$ cat src/rtl/dso_pkg.sv
// Shared types and constants for the scope capture controller.
package dso_pkg;

  localparam int unsigned DSO_ADDR_W = 9;

  typedef enum logic [2:0] {
    IDLE  = 3'd0,
    PRE   = 3'd1,
    ARMED = 3'd2,
    POST  = 3'd3,
    DONE  = 3'd4
  } dso_state_e;

  localparam logic [1:0] TRIG_SRC_T1     = 2'd0;
  localparam logic [1:0] TRIG_SRC_T2     = 2'd1;
  localparam logic [1:0] TRIG_SRC_MANUAL = 2'd2;
  localparam logic [1:0] TRIG_SRC_T1_ALT = 2'd3;

endpackage

$ cat src/rtl/dso_trig_detect.sv
// Trigger source mux, previous-sample register and edge compare.
module dso_trig_detect
  import dso_pkg::*;
(
  input  logic       adc_clk,
  input  logic       rst_n,
  input  logic       trig1,
  input  logic       trig2,
  input  logic [1:0] trig_src,
  input  logic       trig_edge,
  input  logic       smp_en,
  input  logic       eval_en,
  output logic       fire
);

  logic sel;
  logic edge_hit;
  logic trig_prev_q;

  always_comb begin
    sel = trig1;
    if (trig_src == TRIG_SRC_T2) sel = trig2;
    edge_hit = trig_edge ? (sel & ~trig_prev_q) : (~sel & trig_prev_q);
    fire     = smp_en & eval_en & ((trig_src == TRIG_SRC_MANUAL) | edge_hit);
  end

  always_ff @(posedge adc_clk or negedge rst_n) begin
    if (!rst_n) begin
      trig_prev_q <= 1'b0;
    end else if (smp_en) begin
      trig_prev_q <= sel;
    end
  end

endmodule

$ cat src/rtl/dso_capture_ctrl.sv
// Decimating circular-buffer capture sequencer: pre-fill, trigger, post-fill, hold.
module dso_capture_ctrl
  import dso_pkg::*;
#(
  parameter int unsigned ADDR_W = DSO_ADDR_W
) (
  input  logic              adc_clk,
  input  logic              rst_n,
  input  logic [7:0]        ch1_data,
  input  logic [7:0]        ch2_data,
  input  logic [7:0]        ch3_data,
  input  logic              trig1,
  input  logic              trig2,
  input  logic              arm,
  input  logic              done_clr,
  input  logic [1:0]        trig_src,
  input  logic              trig_edge,
  input  logic [ADDR_W-1:0] trig_pos,
  input  logic [3:0]        decimator,
  output logic              we,
  output logic [ADDR_W-1:0] waddr,
  output logic [23:0]       wdata,
  output logic [ADDR_W-1:0] trig_addr,
  output logic              armed,
  output logic              capture_done
);

  dso_state_e        state_q, state_d;
  logic [ADDR_W-1:0] wptr_q, wptr_d;
  logic [15:0]       dec_cnt_q, dec_cnt_d;
  logic [15:0]       dec_mask;
  logic [ADDR_W-1:0] pre_rem_q, pre_rem_d;
  logic [ADDR_W-1:0] post_rem_q, post_rem_d;
  logic [ADDR_W-1:0] trig_addr_q, trig_addr_d;
  logic [1:0]        src_q, src_d;
  logic              edge_q, edge_d;
  logic [ADDR_W-1:0] tpos_q, tpos_d;
  logic [3:0]        dec_q, dec_d;
  logic              we_q;
  logic [ADDR_W-1:0] waddr_q;
  logic [23:0]       wdata_q;
  logic              armed_q, done_q;
  logic              active;
  logic              smp_en;
  logic              fire;

  assign active   = (state_q == PRE) || (state_q == ARMED) || (state_q == POST);
  assign smp_en   = active && (dec_cnt_q == '0);
  assign dec_mask = 16'((17'd1 << dec_q) - 17'd1);

  dso_trig_detect u_trig (
    .adc_clk   (adc_clk),
    .rst_n     (rst_n),
    .trig1     (trig1),
    .trig2     (trig2),
    .trig_src  (src_q),
    .trig_edge (edge_q),
    .smp_en    (smp_en),
    .eval_en   (state_q == ARMED),
    .fire      (fire)
  );

  always_comb begin
    state_d     = state_q;
    wptr_d      = wptr_q;
    dec_cnt_d   = dec_cnt_q;
    pre_rem_d   = pre_rem_q;
    post_rem_d  = post_rem_q;
    trig_addr_d = trig_addr_q;
    src_d       = src_q;
    edge_d      = edge_q;
    tpos_d      = tpos_q;
    dec_d       = dec_q;

    if (active) begin
      dec_cnt_d = (dec_cnt_q + 16'd1) & dec_mask;
      if (smp_en) wptr_d = wptr_q + 1'b1;
    end

    case (state_q)
      IDLE: begin
        if (arm) begin
          src_d     = trig_src;
          edge_d    = trig_edge;
          tpos_d    = trig_pos;
          dec_d     = decimator;
          wptr_d    = '0;
          dec_cnt_d = '0;
          // D-1-trig_pos in ADDR_W bits
          pre_rem_d = '1 - trig_pos;
          state_d   = (pre_rem_d == '0) ? ARMED : PRE;
        end
      end
      PRE: begin
        if (smp_en) begin
          pre_rem_d = pre_rem_q - 1'b1;
          if (pre_rem_q == ADDR_W'(1)) state_d = ARMED;
        end
      end
      ARMED: begin
        if (fire) begin
          trig_addr_d = wptr_q;
          post_rem_d  = tpos_q;
          state_d     = (tpos_q == '0) ? DONE : POST;
        end
      end
      POST: begin
        if (smp_en) begin
          post_rem_d = post_rem_q - 1'b1;
          if (post_rem_q == ADDR_W'(1)) state_d = DONE;
        end
      end
      DONE: begin
        if (done_clr) state_d = IDLE;
      end
      default: state_d = IDLE;
    endcase
  end

  always_ff @(posedge adc_clk or negedge rst_n) begin
    if (!rst_n) begin
      state_q     <= IDLE;
      wptr_q      <= '0;
      dec_cnt_q   <= '0;
      pre_rem_q   <= '0;
      post_rem_q  <= '0;
      trig_addr_q <= '0;
      src_q       <= '0;
      edge_q      <= 1'b0;
      tpos_q      <= '0;
      dec_q       <= '0;
      we_q        <= 1'b0;
      waddr_q     <= '0;
      wdata_q     <= '0;
      armed_q     <= 1'b0;
      done_q      <= 1'b0;
    end else begin
      state_q     <= state_d;
      wptr_q      <= wptr_d;
      dec_cnt_q   <= dec_cnt_d;
      pre_rem_q   <= pre_rem_d;
      post_rem_q  <= post_rem_d;
      trig_addr_q <= trig_addr_d;
      src_q       <= src_d;
      edge_q      <= edge_d;
      tpos_q      <= tpos_d;
      dec_q       <= dec_d;
      we_q        <= smp_en;
      if (smp_en) begin
        waddr_q <= wptr_q;
        wdata_q <= {ch3_data, ch2_data, ch1_data};
      end
      armed_q     <= (state_d == ARMED);
      done_q      <= (state_d == DONE);
    end
  end

  assign we           = we_q;
  assign waddr        = waddr_q;
  assign wdata        = wdata_q;
  assign trig_addr    = trig_addr_q;
  assign armed        = armed_q;
  assign capture_done = done_q;

endmodule

$ cat config.mk
export PLATFORM = sky130hd
export DESIGN_NAME = dso_capture_ctrl
export DESIGN_NICKNAME = d
export VERILOG_FILES = /design/src/rtl/dso_pkg.sv /design/src/rtl/dso_trig_detect.sv /design/src/rtl/dso_capture_ctrl.sv
export SDC_FILE = /design/constraint.sdc
export NUM_CORES = 1
export LEC_CHECK = 0
export ABC_CLOCK_PERIOD_IN_PS = 2300
export CAP_MARGIN = 10
export CORE_MARGIN = 3
export CORE_UTILIZATION = 48
export DETAILED_ROUTE_END_ITERATION = 10
export GPL_TIMING_DRIVEN = 0
export PLACE_DENSITY = 0.76
export SLEW_MARGIN = 40
export SYNTH_ARGS = -nofsm -noshare
export SYNTH_HDL_FRONTEND = slang
export SYNTH_SLANG_ARGS = --single-unit
$ cat constraint.sdc
create_clock -name adc_clk -period 2.3 [get_ports adc_clk]
set_clock_uncertainty 0.15 [all_clocks]
set_input_delay 0.345 -clock adc_clk [delete_from_list [all_inputs] [get_ports adc_clk]]
set_output_delay 0.345 -clock adc_clk [all_outputs]
set_load 0.05 [all_outputs]
Yosys cells after proc, flatten, opt, wreduce, memory -nomap -nowiden:

Cells that the tools add are included.

* multiplexer cells: 25
* bitwise logic cells: 8
* eq/ne operators: 14
* shift-type cells: 1
* $add $sub $neg: 6
* reduce and logical (&&, ||, !) cells: 13

Operators by type and width (count)
* two-way mux 9 bit: 8
* two-way mux 16 bit: 3
* case mux 9 bit (2 select lines): 2
* two-way mux 3 bit: 8
* equality test 9 x 1 -> 1 bit, second input constant: 2
* logical NOT 9 bit: 2
* subtractor 9 x 1 -> 9 bit, second input constant: 2
* adder 16 x 1 -> 16 bit, second input constant: 1
* AND 16 bit: 1
* logical NOT 16 bit: 1
* << shifter 1 x 4 -> 16 bit, first input constant: 1
* subtractor 16 x 1 -> 16 bit, second input constant: 1
* case mux 3 bit (5 select lines): 1
* adder 9 x 1 -> 9 bit, second input constant: 1
* equality test 3 x 2 -> 1 bit, second input constant: 3
* subtractor 9 bit, first input constant: 1
* != test 2 bit, second input constant: 4
* equality test 3 bit, second input constant: 2
* AND reduction 3 bit: 2
* AND 1 bit: 4
* AND reduction 2 bit: 2
* nonzero test 2 bit: 2
* equality test 3 x 1 -> 1 bit, second input constant: 1
* logical NOT 3 bit: 1
* 8 further kinds: 11

* word-level logic and storage cells: 83
* output and inout bits: 45
* input bits: 46
* register bits after elaboration: 108

Longest topological paths before layout:

* depth in word-level cells: 10
* mapped depth: 10
* mapped depth without buffers: 8

Modules after synthesis:

Synthesis repeated with hierarchy kept, for this count alone.

* cells, all modules: 619
* area, all modules: 5375.2 um2

By module, submodules not included
* dso_capture_ctrl: area each 5265.0 um2, cells each 606, times used 1, sequential area each 2677.6 um2
* dso_trig_detect: area each 110.1 um2, cells each 13, times used 1, sequential area each 25.0 um2

Worst setup path before layout:

OpenSTA, ideal clock, no wires.

* path kind: register to register
* from: register dec_cnt_q[0]
* to: register trig_addr_q[0] (netlist: trig_addr[0])
* stages on the path, launching flop included: 10
* data required time: 2025 ps
* path buffers: 2
* period minus slack after synthesis: 2296 ps
* slack: 4 ps
* library setup time: 125 ps
* arrival time: 2021 ps
* path through: dfrtp_1 inv_1 ha_1 nor4b_2 and4_1 buf_4 nand2_4 or3_1 buf_6 mux2_4

* word-level cells in the longest chain between the ends: 5

Ends and longest elaborated chain
* start: declaration: line dso_capture_ctrl.sv:30 `logic [15:0] dec_cnt_q, dec_cnt_d;`
* start signal: assignment: line dso_capture_ctrl.sv:140 `dec_cnt_q <= dec_cnt_d;`
* logical NOT 16 bit: line dso_capture_ctrl.sv:48 `assign smp_en = active && (dec_cnt_q == '0);`
* logical AND 1 bit: line dso_capture_ctrl.sv:48
* AND 1 bit (2 in series): line dso_trig_detect.sv:24 `fire = smp_en & eval_en & ((trig_src == TRIG_SRC_MANUAL) | edge_hit);`
* AND reduction 2 bit (no source line)
* end signal: assignment: line dso_capture_ctrl.sv:143 `trig_addr_q <= trig_addr_d;`
* end: declaration: line dso_capture_ctrl.sv:34 `logic [ADDR_W-1:0] trig_addr_q, trig_addr_d;`

No other way between the ends.
A chain may end at the register's enable or synchronous reset.

Worst setup path after layout:

* from: register dec_cnt_q[0]
* to: register trig_addr_q[3] (netlist: trig_addr[3])

The elaborated chain is that of the path after synthesis.

==> impl_metrics.toml <==
[yosys]
ys_ff_latch = 108
ys_warn_count = 0
yosys_most_used_dff = "dfrtp_1"
synth_largest_area_cell = "dfrtp_1"
netlist_instances = 607
synth_edf_count = 0
synth_fp_nets = 661
syn_area_per_cell_um2 = 8.851
synthDistinctLibCells = 57
yosys-top-cells-area = "dfrtp_1 (50%), nand2_1 (12%), o21ai_0 (3.0%)"
synth_top_area_share_pct = 50.30
async_flop_share_pct = 100.0
synth_seq_area_share_pct = 50.30
synth_area_um2 = 5373

[floorplan]
die_height_um = 111.8
die_w_um = 111.8
die_area_um2 = 12500
core_area_um2 = 10600
core.rowCount = 37
num_io_pins = 91
start_util_pct = 50.68

[sta]
period_needed_ps = 2379
timing.final.crit_share_pct = 103.4
finalHoldViolCount = 0
fmax_mhz = 420.4
drv_slew = 0
finalSetupViolations = 9
max_slew_margin_pct = 55.88
fin_tns_setup_ps = -564.3
setup_ws_ps = -78.64
worst_pin_slew_ps = 658.3
fin_hold_ws_ps = 269.7
rsz0062_at_grt = "true"

[global_route]
grt_max_degree = 69
first_global_vias = 4745
grt_pass1_wl_mm = 22.51
grtUsageTotal_pct = 21.81
overflow = 0
grt_antenna_before_repair = 0

[critical_path]
crit_path_start_kind = "register"
critical_path_buf_inv_count = 3
path_delay_family = "simple AND/OR/NAND/NOR gates"
worstPathCellList = "inv_2 > ha_4 > nor4b_4 > and4_1 > buf_6 > nand2_8 > or3_4 > buf_6 > mux2_4"
path_class = "register to register"
slowest_stage = "or3_4"
cp_max_fo = 5
cp.required_ps = 2410
ff2ff_setup_slack_ps = -80
cp.arrival_ps = 2490
max_stage_delay_ps = 420
crit_top_cell = "buf_6"
endpoint_kind = "register"

[drt]
drt_wl_total_mm = 14.07
first_pass_iters = 7
drcViolationCount = 0
wl_per_cell_um = 16.25
antenna_left = 0
drt_iter0_drc = 324
vias = 4921
via_per_inst = 5.682

[run_status]
status = "complete, but fails checks"
violations = "negative setup slack"

[place]
place_inst = 834
place_hpwl_mm = 9.804
place.gp.congestion = 0.9405
portBuffers = 90

[clocking]
clockBufferDepth = 2
cts_buffers = 9
h-tree-depth = 3
cts_root_buf = "clkbuf_8"
cts_tree = "built"
clkTransAtPathRegs_ps = 110
clkLatencyLatePin_ps = 380
cts_sinks = 108

[final_layout]
n_antenna_cell = 0
layout.nets = 779
multi_input_area_um2 = 2650
register_area_um2 = 2706
area_growth_pct = 29.62
final-instance-count-excl-fill = 866
fillers = 889
drive_above_1_share_pct = 12.05

[pwr]
power_leakage_nw = 3.190
peakVddDrop_mv = 0.8784
power_density_nw_per_um2 = 1294
finalPower_w = 0.009010

[min_path]
hold_class = "input pin to async pin"

[flow_run]
cap_violations = 0
registers in the layout, indices dropped and copies added, names as in the netlist:
name	cells
tpos_q	9
waddr	9
wdata	24
state_q	3
we	1
dec_cnt_q	16
armed	1
wptr_q	9
pre_rem_q	9
u_trig.trig_prev_q	1
trig_addr	9
capture_done	1
edge_q	1
post_rem_q	9
src_q	2
dec_q	4
logic make-up (layout without fill, tap and decap cells):
group                    after synthesis  in the layout  synth area share (%)
flip-flops                           108            108                 50.30
AND/OR/NAND/NOR                      323            324                 27.74
adder cells (fa/ha/maj)                8              8                 1.863
multiplexers                          10             10                 2.701
XOR/XNOR                              17             17                 2.771
AO/OA/AOI/OAI                        103            103                 11.74
buffers and inverters                 38            160                 2.888
cells in the mapped netlist (2+ instances only):
cell type,count
a21oi_1,31
o22ai_1,3
nor3b_1,3
and2_1,3
clkbuf_1,26
o21a_1,3
a311oi_1,2
nand4b_1,2
and3_1,13
nand3_1,17
o31ai_1,5
ha_1,8
mux2_4,9
nand3b_1,2
xnor2_1,6
o221ai_1,2
and4_1,2
nand2b_1,8
a31oi_1,10
nor2b_1,2
nor3_1,20
or2_2,3
nand4_1,8
and3b_1,2
nor4_1,7
or4_1,2
or3_1,8
inv_1,9
nor4b_1,2
nor2_1,37
dfrtp_1,108
nand2_1,178
xor2_1,11
o21ai_0,32
cell type report:
class                           instances  area share [%]
Inverter                                9          0.4851
Buffer                                 24           1.671
Sequential cell                       108           38.86
Multi-Input combinational cell        462           38.05
Tap cell                              136           2.443
Clock buffer                           10           1.976
Clock inverter                          6          0.8624
Timing Repair Buffer                  111           15.65
layer usage:
metal  vias up  GRT usage (%)  routed length (µm)
met1      2330          29.35                6168
met4         0          7.624                 282
met2       235          35.49                6563
li1       2331              -                   -
met3        25          4.076                1057
met5         -              0                   0
path summary, 6_finish.rpt:
check                                  start            to  depth (start not counted)
worst min register to register     wdata[17]     wdata[17]                          2
min in group adc_clk               wdata[17]     wdata[17]                          2
max in group asynchronous              rst_n      dec_q[1]                          3
worst max register to register  dec_cnt_q[0]  trig_addr[3]                          9
worst min-delay path                   rst_n     wdata[18]                          2
worst max-delay path            dec_cnt_q[0]  trig_addr[3]                          9
where the power goes:
group | switching (W) | internal [W] | leakage (nW)
logic | 0.00302 | 0.00172 | 1.70
clock network | 0.000723 | 0.000458 | 0.103
registers | 0.000573 | 0.00252 | 1.39
total | 0.00431 | 0.00470 | 3.19
stage by stage:
stage / util (%) / setup slack [ps] / instance area (µm²)
after floorplan: - / 4.358 / 5373
after global placement: 60.78 / -3356 / 6444
after detailed placement: 61.19 / -263.2 / 6487
after CTS: 64.43 / -33.27 / 6830
after global routing: 65.69 / -137.3 / 6964
final: 65.69 / -78.64 / 6964
cells in the final DEF, fill, tap and decap left out, types with 3 or more instances in the layout:
cell type        count
inv_8                3
o31ai_1              5
a31oi_1              9
nand3_1             17
clkbuf_2             8
or3_1                7
dfrtp_2              3
or2_2                3
nor4_1               3
buf_6                3
nor2_1              34
buf_4               18
o21ai_0             31
clkbuf_8            10
nor2_2               3
clkdlybuf4s50_1     89
nor4_2               3
and2_1               3
inv_1                7
xor2_1              11
xnor2_1              6
nand4_1              8
nor3b_1              3
clkbuf_1            13
and3_1              12
nand2b_1             8
o22ai_1              3
mux2_4               9
a21oi_1             30
ha_1                 7
o21a_1               3
nor3_1              19
nand2_1            178
dfrtp_1            105
repair_timing:
| item | CTS | global route |
|---|---|---|
| pin swaps | 6 | 5 |
| hold buffers | 1 | 0 |
| resized for setup | 16 | 23 |
| cloned | 2 | 0 |
| endpoints found under the hold margin | 40 | 0 |
| setup endpoints to repair | 64 | 73 |
| setup buffers | 9 | 9 |
(Power assumes the default switching activity.)
